<file path="src/rtl/ctrl_seq.sv">
// -----------------------------------------------------------------------------
// ctrl_seq -- multi-cycle control sequencer for the register-file/ALU datapath.
//
// Fetches one RV32 instruction at a time over a req/ack handshake, decodes it,
// and drives the datapath control lines for one EXEC cycle. It owns the PC and
// resolves beq/bne from the ALU EQ flag. Supported: addi, add, sub, beq, bne.
// Any other encoding, or a taken branch to a target with bit 1 set, parks the
// sequencer in HALT until reset.
//
// Sequence per instruction: FETCH (>=1 cycle) -> DECODE (1) -> EXEC (1).
//
// Optional feature: define CTRL_SEQ_RETIRE_CNT_EN to add the retire_cnt output,
// a 32-bit count of instructions that finished EXEC without halting.
//
// Ports
//   clk         in   1          clock, rising edge
//   rst         in   1          asynchronous active-high reset
//   fetch_req   out  1          instruction request at pc (FETCH only)
//   pc          out  PC_WIDTH   fetch address
//   fetch_ack   in   1          instr valid; completes the fetch
//   instr       in   32         instruction word, sampled with fetch_ack
//   rs1/rs2/rd  out  5 each     datapath register addresses
//   ImmOp       out  32         sign-extended immediate
//   ALUsrc      out  1          1 = op2 is ImmOp, 0 = rs2
//   ALUctrl     out  3          000 add, 001 sub
//   RegWrite    out  1          register write enable (EXEC only)
//   EQ          in   1          ALU equality flag, used in EXEC
//   halted      out  1          sticky halt indicator
//   retire_cnt  out  32         retired instruction count (optional)
// -----------------------------------------------------------------------------
module ctrl_seq #(
    parameter int unsigned          PC_WIDTH = 32,
    parameter logic [PC_WIDTH-1:0]  PC_RESET = '0
) (
    input  logic                clk,
    input  logic                rst,
    output logic                fetch_req,
    output logic [PC_WIDTH-1:0] pc,
    input  logic                fetch_ack,
    input  logic [31:0]         instr,
    output logic [4:0]          rs1,
    output logic [4:0]          rs2,
    output logic [4:0]          rd,
    output logic [31:0]         ImmOp,
    output logic                ALUsrc,
    output logic [2:0]          ALUctrl,
    output logic                RegWrite,
    input  logic                EQ,
    output logic                halted
`ifdef CTRL_SEQ_RETIRE_CNT_EN
    ,
    output logic [31:0]         retire_cnt
`endif
);

    typedef enum logic [1:0] {
        S_FETCH  = 2'd0,
        S_DECODE = 2'd1,
        S_EXEC   = 2'd2,
        S_HALT   = 2'd3
    } state_t;

    localparam logic [2:0] ALU_ADD = 3'b000;
    localparam logic [2:0] ALU_SUB = 3'b001;

    localparam logic [6:0] OPC_OPIMM  = 7'b0010011;
    localparam logic [6:0] OPC_OP     = 7'b0110011;
    localparam logic [6:0] OPC_BRANCH = 7'b1100011;

    state_t                r_state;
    state_t                w_state_next;

    logic [PC_WIDTH-1:0]   r_pc;
    logic [PC_WIDTH-1:0]   w_pc_next;
    logic [31:0]           r_instr;
    logic [4:0]            r_rs1;
    logic [4:0]            r_rs2;
    logic [4:0]            r_rd;
    logic [31:0]           r_imm;
    logic                  r_alusrc;
    logic [2:0]            r_aluctrl;
    logic                  r_wr_en;
    logic                  r_is_br;
    logic                  r_is_bne;
    logic                  r_halted;

    logic                  w_load_instr;
    logic                  w_load_fields;

    // ---------------------------------------------------------------------
    // Decode of the latched instruction word
    // ---------------------------------------------------------------------
    logic [6:0]            w_opc;
    logic [2:0]            w_f3;
    logic [6:0]            w_f7;
    logic [31:0]           w_imm_i;
    logic [31:0]           w_imm_b;

    logic                  w_legal;
    logic [31:0]           w_dec_imm;
    logic                  w_dec_alusrc;
    logic [2:0]            w_dec_aluctrl;
    logic                  w_dec_wr;
    logic                  w_dec_br;
    logic                  w_dec_bne;

    assign w_opc   = r_instr[6:0];
    assign w_f3    = r_instr[14:12];
    assign w_f7    = r_instr[31:25];
    assign w_imm_i = {{20{r_instr[31]}}, r_instr[31:20]};
    assign w_imm_b = {{19{r_instr[31]}}, r_instr[31], r_instr[7],
                      r_instr[30:25], r_instr[11:8], 1'b0};

    always_comb begin
        w_legal       = 1'b0;
        w_dec_imm     = '0;
        w_dec_alusrc  = 1'b0;
        w_dec_aluctrl = ALU_ADD;
        w_dec_wr      = 1'b0;
        w_dec_br      = 1'b0;
        w_dec_bne     = 1'b0;
        case (w_opc)
            OPC_OPIMM: begin
                if (w_f3 == 3'b000) begin
                    w_legal      = 1'b1;
                    w_dec_imm    = w_imm_i;
                    w_dec_alusrc = 1'b1;
                    w_dec_wr     = 1'b1;
                end
            end
            OPC_OP: begin
                if (w_f3 == 3'b000 && w_f7 == 7'b0000000) begin
                    w_legal  = 1'b1;
                    w_dec_wr = 1'b1;
                end else if (w_f3 == 3'b000 && w_f7 == 7'b0100000) begin
                    w_legal       = 1'b1;
                    w_dec_aluctrl = ALU_SUB;
                    w_dec_wr      = 1'b1;
                end
            end
            OPC_BRANCH: begin
                // Branches compare rs1/rs2 through a subtract so EQ is valid.
                if (w_f3 == 3'b000 || w_f3 == 3'b001) begin
                    w_legal       = 1'b1;
                    w_dec_imm     = w_imm_b;
                    w_dec_aluctrl = ALU_SUB;
                    w_dec_br      = 1'b1;
                    w_dec_bne     = w_f3[0];
                end
            end
            default: ;
        endcase
    end

    // ---------------------------------------------------------------------
    // Branch resolution and next-PC arithmetic (wraps mod 2^PC_WIDTH)
    // ---------------------------------------------------------------------
    logic [PC_WIDTH-1:0]   w_imm_pc;
    logic [PC_WIDTH-1:0]   w_target;
    logic [PC_WIDTH-1:0]   w_pc_seq;
    logic                  w_taken;
    logic                  w_misaligned;

    assign w_imm_pc     = PC_WIDTH'($signed(r_imm));
    assign w_target     = r_pc + w_imm_pc;
    assign w_pc_seq     = r_pc + PC_WIDTH'(4);
    assign w_taken      = r_is_br && (EQ ^ r_is_bne);
    assign w_misaligned = w_taken && w_target[1];

    // ---------------------------------------------------------------------
    // FSM
    // ---------------------------------------------------------------------
    always_ff @(posedge clk or posedge rst) begin
        if (rst) begin
            r_state <= S_FETCH;
        end else begin
            r_state <= w_state_next;
        end
    end

    always_comb begin
        w_state_next  = r_state;
        w_pc_next     = r_pc;
        w_load_instr  = 1'b0;
        w_load_fields = 1'b0;
        fetch_req     = 1'b0;
        RegWrite      = 1'b0;
        case (r_state)
            S_FETCH: begin
                fetch_req = 1'b1;
                if (fetch_ack) begin
                    w_load_instr = 1'b1;
                    w_state_next = S_DECODE;
                end
            end
            S_DECODE: begin
                // An illegal word halts, so its fields are never presented.
                if (w_legal) begin
                    w_load_fields = 1'b1;
                    w_state_next  = S_EXEC;
                end else begin
                    w_state_next  = S_HALT;
                end
            end
            S_EXEC: begin
                RegWrite = r_wr_en && (r_rd != 5'd0);
                if (w_misaligned) begin
                    w_state_next = S_HALT;
                end else begin
                    w_state_next = S_FETCH;
                    w_pc_next    = w_taken ? w_target : w_pc_seq;
                end
            end
            S_HALT: ;
            default: w_state_next = S_FETCH;
        endcase
    end

    // ---------------------------------------------------------------------
    // Datapath registers
    // ---------------------------------------------------------------------
    always_ff @(posedge clk or posedge rst) begin
        if (rst) begin
            r_pc      <= PC_RESET;
            r_instr   <= '0;
            r_rs1     <= '0;
            r_rs2     <= '0;
            r_rd      <= '0;
            r_imm     <= '0;
            r_alusrc  <= 1'b0;
            r_aluctrl <= ALU_ADD;
            r_wr_en   <= 1'b0;
            r_is_br   <= 1'b0;
            r_is_bne  <= 1'b0;
            r_halted  <= 1'b0;
        end else begin
            r_pc <= w_pc_next;
            if (w_load_instr) begin
                r_instr <= instr;
            end
            if (w_load_fields) begin
                r_rs1     <= r_instr[19:15];
                r_rs2     <= r_instr[24:20];
                r_rd      <= r_instr[11:7];
                r_imm     <= w_dec_imm;
                r_alusrc  <= w_dec_alusrc;
                r_aluctrl <= w_dec_aluctrl;
                r_wr_en   <= w_dec_wr;
                r_is_br   <= w_dec_br;
                r_is_bne  <= w_dec_bne;
            end
            if (w_state_next == S_HALT) begin
                r_halted <= 1'b1;
            end
        end
    end

`ifdef CTRL_SEQ_RETIRE_CNT_EN
    logic [31:0] r_retire_cnt;
    logic        w_retire_inc;

    assign w_retire_inc = (r_state == S_EXEC) && !w_misaligned;

    always_ff @(posedge clk or posedge rst) begin
        if (rst) begin
            r_retire_cnt <= '0;
        end else if (w_retire_inc) begin
            r_retire_cnt <= r_retire_cnt + 32'd1;
        end
    end

    assign retire_cnt = r_retire_cnt;
`endif

    assign pc      = r_pc;
    assign rs1     = r_rs1;
    assign rs2     = r_rs2;
    assign rd      = r_rd;
    assign ImmOp   = r_imm;
    assign ALUsrc  = r_alusrc;
    assign ALUctrl = r_aluctrl;
    assign halted  = r_halted;

endmodule

</file>
<file path="config.mk">
export PLATFORM = sky130hd
export DESIGN_NAME = ctrl_seq
export DESIGN_NICKNAME = d
export VERILOG_FILES = /design/src/rtl/ctrl_seq.sv
export SDC_FILE = /design/constraint.sdc
export NUM_CORES = 1
export LEC_CHECK = 0
export BUFFER_PORTS_ARGS = -buffer_cell sky130_fd_sc_hd__clkbuf_2
export CAP_MARGIN = 20
export CORE_ASPECT_RATIO = 1.25
export CORE_MARGIN = 5
export CORE_UTILIZATION = 45
export CTS_CLUSTER_DIAMETER = 60
export DETAILED_ROUTE_END_ITERATION = 8
export PLACE_DENSITY_LB_ADDON = 0.3
export SYNTH_ARGS = -nofsm -noshare
export SYNTH_HDL_FRONTEND = slang
export SYNTH_SLANG_ARGS = --single-unit
</file>
<file path="constraint.sdc">
create_clock -name clk -period 8.8 [get_ports clk]
set_clock_uncertainty 0.2 [all_clocks]
set_input_delay 0.44 -clock clk [delete_from_list [all_inputs] [get_ports clk]]
set_output_delay 0.44 -clock clk [all_outputs]
set_load 0.01 [all_outputs]
</file>
==> impl_summary.txt <==
----------------------------------------------------
[CTS]
  Clock tree from TritonCTS ... done
  Gates resized, CTS repair ... 0
  Num CTS Buffers ... 9
  Clock sinks ... 100
  H-tree depth reported by CTS ... 3
  Clock Latency Late Sink ... 0.35 ns
  Maximum number of buffers from clock root to sink ... 2
  Master cell of the clock root buffer ... sky130_fd_sc_hd__clkbuf_16
  Post-CTS clock slew at the launch and capture registers of the worst setup and hold paths ... approximately 0.07 ns

[Route]
  Routed wire length ... 18300 um
  Total via count after detailed routing ... 5784
  Detail-routed via count per cell ... 5.92
  DRC ... 0
  Residual antenna-violating net count after detailed routing ... 0
  Iter 0 DRT Violations ... 438
  Per-cell routed wire length ... 18.7 um
  Initial DRT Pass Iterations ... 5

[Timing]
  Setup repair after global routing missed its margin ... no
  Worst hold slack ... 0.117 ns
  Number of endpoints with negative hold slack in the final report ... 0
  Max frequency ... 279 MHz
  Slew Viols, Final ... 0
  Slew at the pin closest to its max-slew limit ... 0.797 ns
  Max transition margin ... 0.468
  Period Utilization, post-route ... 0.407
  Number of setup violations in the final report ... 0
  Crit path time final ... 3.58 ns
  Setup slack of the critical path after layout ... ~5.2 ns
  Setup TNS ... 0 ns

[Worst setup path]
  Setup slack of the most critical reg-to-reg path ... 5.22 ns
  Crit path capture type ... flop
  Source of the worst register-to-register timing path ... pc[0]
  Depth of the worst register-to-register path ... 10
  Capture point of the worst reg-to-reg path ... pc[28]
  CP required ... just under 9 ns
  Arrival time of the worst setup path ... 3.62 ns
  Critical setup path kind ... flop to flop
  Crit-path max FO ... 4
  Critical Path Source Type ... flop

[Synth]
  Number of synthesized flops with an enable pin ... 0
  Multiplexer area fraction after synthesis ... 0.105
  Top FF cell, synth ... sky130_fd_sc_hd__dfrtp_1
  Synthesis warning total ... 0
  Per-instance average area after synthesis ... 9.33 um^2
  Combinational family with the most area after synthesis ... compound AO/OA/AOI/OAI gates
  Post-synthesis cell count ... 705
  Area share of fa/ha/maj cells after synthesis ... 0.0639
  Fraction of the yosys area taken by sequential cells ... 0.380
  Number of different library cells in the post-synthesis netlist ... 67
  Post-synthesis instance area ... 6580 um^2
  Simple logic cell fraction of the synthesized area ... 0.163
  Post-Synth XOR/XNOR Area ... 0.0280
  Synth Area in Compound Gates ... 0.204
  Register bit total from synthesis ... 100
  Fraction of synthesis flops using an asynchronous set or reset pin ... 1.00

[Power and ir drop]
  Worst-case vdd ir drop ... approximately 0.14 mV
  Power density of the placed cells ... 153 nW/um^2
  Overall power consumption ... around 0.0012 W
  Leakage power total ... 3.51 nW
  Gate power share ... 0.133
  Clock power share ... 0.375
  Switching share of power ... 0.273
  Internal power component ... approximately 0.00084 W
  Reported net switching power ... 0.000314 W
  Share of power burned in registers ... 0.492

[Cells and area]
  Filler cells ... 1354
  Layout cells sized above 1 ... 0.260
  Synth-to-layout area growth ... 14.3%
  Register area ... between 2000 and 3000 um^2
  Footprint of the multi-input gates ... 3720 um^2
  Number of nets in the layout ... 864
  Number of antenna repair diodes ... 0
  Design Area, Final ... 7520 um^2

[Flow run]
  Max-cap viol count ... 0

[Global route]
  Number of antenna violations at the first check in global routing ... 0
  Aggregate global routing overflow ... 0
  Global routing met3 resource utilization ... 0.0459
  First-pass GRT wire length ... approximately 30000 um
  Pin count of the biggest net entering global routing ... 80
  Global routing met2 resource utilization ... 0.367
  Number of global-route vias before repair ... 5822
  Global Route Usage Sum ... 0.214
  Peak-usage layer in the global routing report ... met2
  Met1 Usage GRT ... 0.267

[Placement]
  Count of buffers from port buffering ... 119
  Placed instance area ... 7170 um^2
  HPWL Detailed ... between 10000 and 15000 um
  Final weighted congestion in routability-driven placement ... ~0.88
  Pre-CTS worst setup slack ... 5.30 ns

[Floorplan]
  Area of the placeable core ... 14300 um^2
  Die boundary width ... 118 um
  Floorplan row count ... 49
  Vertical die dimension ... 145 um
  Count of boundary I/O pins ... 122
  Overall die area ... about 17000 um^2
  Starting utilization of the core area ... 0.459

[Hold path]
  Worst min-delay path class ... input port to flop
  Hold-critical path endpoint ... r_instr[4]
  Min-Delay Startpoint ... instr[4]
  Cell depth of the worst hold path ... 2

[Outcome]
  Result of the run ... complete, no violations

----------------------------------------------------
-- stage by stage --
step,utilization,std cells
finish,0.524,977
global route,0.524,977
CTS,0.523,976
detailed placement,0.500,960
global placement,0.500,960
floorplan,-,706
-- worst max-delay path, cell delays in order (launching register included) --
cell	delay, ns
sky130_fd_sc_hd__dfrtp_1	0.41
sky130_fd_sc_hd__ha_1	0.25
sky130_fd_sc_hd__fa_1	0.44
sky130_fd_sc_hd__a211oi_1	0.35
sky130_fd_sc_hd__o21ai_0	0.16
sky130_fd_sc_hd__a21oi_1	0.36
sky130_fd_sc_hd__nor4_1	0.13
sky130_fd_sc_hd__nor3b_1	0.51
sky130_fd_sc_hd__a2bb2oi_1	0.39
sky130_fd_sc_hd__xor2_1	0.20
sky130_fd_sc_hd__a21oi_1	0.08
-- flip-flops by register name, summed over array words and instances (netlist names) --
signal and cells:
r_state 2, r_is_br 1, ALUsrc 1, rd 5, rs2 5, r_is_bne 1
r_wr_en 1, ImmOp 13, rs1 5, ALUctrl 1, pc 32, halted 1
r_instr 32
-- cells by family after synthesis --
logic type	count (synthesis)
mux	56
other cells	1
buf+inv	70
flops	100
simple gates	208
xor+xnor	21
fa+ha+maj	33
compound gates	216
-- Yosys cell counts, drive strengths merged (7+ instances only) --
| library cell | count | area (um^2) |
|---|---|---|
| o21bai | 8 | 60.1 |
| a21oi | 66 | 330 |
| nor2 | 33 | 136 |
| and3 | 15 | 93.8 |
| a211oi | 11 | 82.6 |
| xnor2 | 13 | 114 |
| a31oi | 12 | 75.1 |
| nand2 | 68 | 255 |
| and2 | 7 | 46.3 |
| o22ai | 9 | 56.3 |
| nor3 | 20 | 105 |
| dfrtp | 100 | 2500 |
| ha | 32 | 400 |
| inv | 19 | 71.3 |
| buf | 26 | 201 |
| nor4 | 7 | 58.8 |
| clkbuf | 25 | 93.8 |
| nand4 | 7 | 43.8 |
| mux2 | 51 | 638 |
| o21ai | 53 | 265 |
| nand3 | 20 | 113 |
| a221oi | 8 | 70.1 |
| xor2 | 8 | 70.1 |
| a21o | 11 | 82.6 |
-- metal layers --
layer	up-vias	part of all wire
li1	2764	-
met1	2788	0.41
met4	0	0.023
met2	202	0.50
met3	30	0.065
met5	-	0
-- power groups by stage --
stage               logic (W)  clock network (W)  registers [W]
floorplan            0.000106                  0       0.000563
global placement     0.000147                  0       0.000570
detailed placement   0.000154                  0       0.000575
CTS                  0.000155           0.000441       0.000566
global route         0.000173           0.000459       0.000574
finish               0.000154           0.000431       0.000566
-- layout by cell type (no fill, tap or decap), types with 4 or more instances in the layout --
master,n
sky130_fd_sc_hd__a211oi_1,11
sky130_fd_sc_hd__a21o_1,11
sky130_fd_sc_hd__a21oi_1,66
sky130_fd_sc_hd__a221oi_1,8
sky130_fd_sc_hd__a22oi_1,5
sky130_fd_sc_hd__a31oi_1,12
sky130_fd_sc_hd__and2_1,6
sky130_fd_sc_hd__and3_1,15
sky130_fd_sc_hd__buf_4,8
sky130_fd_sc_hd__clkbuf_16,9
sky130_fd_sc_hd__clkbuf_2,119
sky130_fd_sc_hd__dfrtp_1,100
sky130_fd_sc_hd__ha_1,32
sky130_fd_sc_hd__inv_1,18
sky130_fd_sc_hd__mux2_2,34
sky130_fd_sc_hd__mux2_4,17
sky130_fd_sc_hd__mux2i_1,5
sky130_fd_sc_hd__nand2_1,68
sky130_fd_sc_hd__nand2b_1,5
sky130_fd_sc_hd__nand3_1,19
sky130_fd_sc_hd__nand4_1,7
sky130_fd_sc_hd__nand4b_1,4
sky130_fd_sc_hd__nor2_1,29
sky130_fd_sc_hd__nor2b_1,6
sky130_fd_sc_hd__nor3_1,19
sky130_fd_sc_hd__nor4_1,6
sky130_fd_sc_hd__o21a_1,4
sky130_fd_sc_hd__o21ai_0,53
sky130_fd_sc_hd__o21bai_1,8
sky130_fd_sc_hd__o221ai_1,4
sky130_fd_sc_hd__o22ai_1,9
sky130_fd_sc_hd__o31ai_1,5
sky130_fd_sc_hd__or3_1,5
sky130_fd_sc_hd__xnor2_1,13
sky130_fd_sc_hd__xor2_1,8
-- final cells by class --
class | count | area share
Multi-Input combinational cell | 536 | 0.494
Clock buffer | 10 | 0.0304
Timing Repair Buffer | 129 | 0.0921
Clock inverter | 5 | 0.0113
Tap cell | 178 | 0.0296
Inverter | 19 | 0.00981
Sequential cell | 100 | 0.333
-- worst max path at each step --
stage,from,endpoint,cells after the start
after floorplan,ImmOp[30],pc[25],10
after global placement,pc[0],pc[28],10
after detailed placement,pc[0],pc[28],10
after CTS,pc[0],pc[28],10
after global routing,pc[0],pc[28],10
final,pc[0],pc[28],10
-- what timing repair did --
action                     CTS  global route
hold buffers                 1             0
buffers inserted             0             0
setup endpoints to repair    0             0
hold endpoints to repair    21             0
No activity file was read; power rests on OpenSTA's default activity.
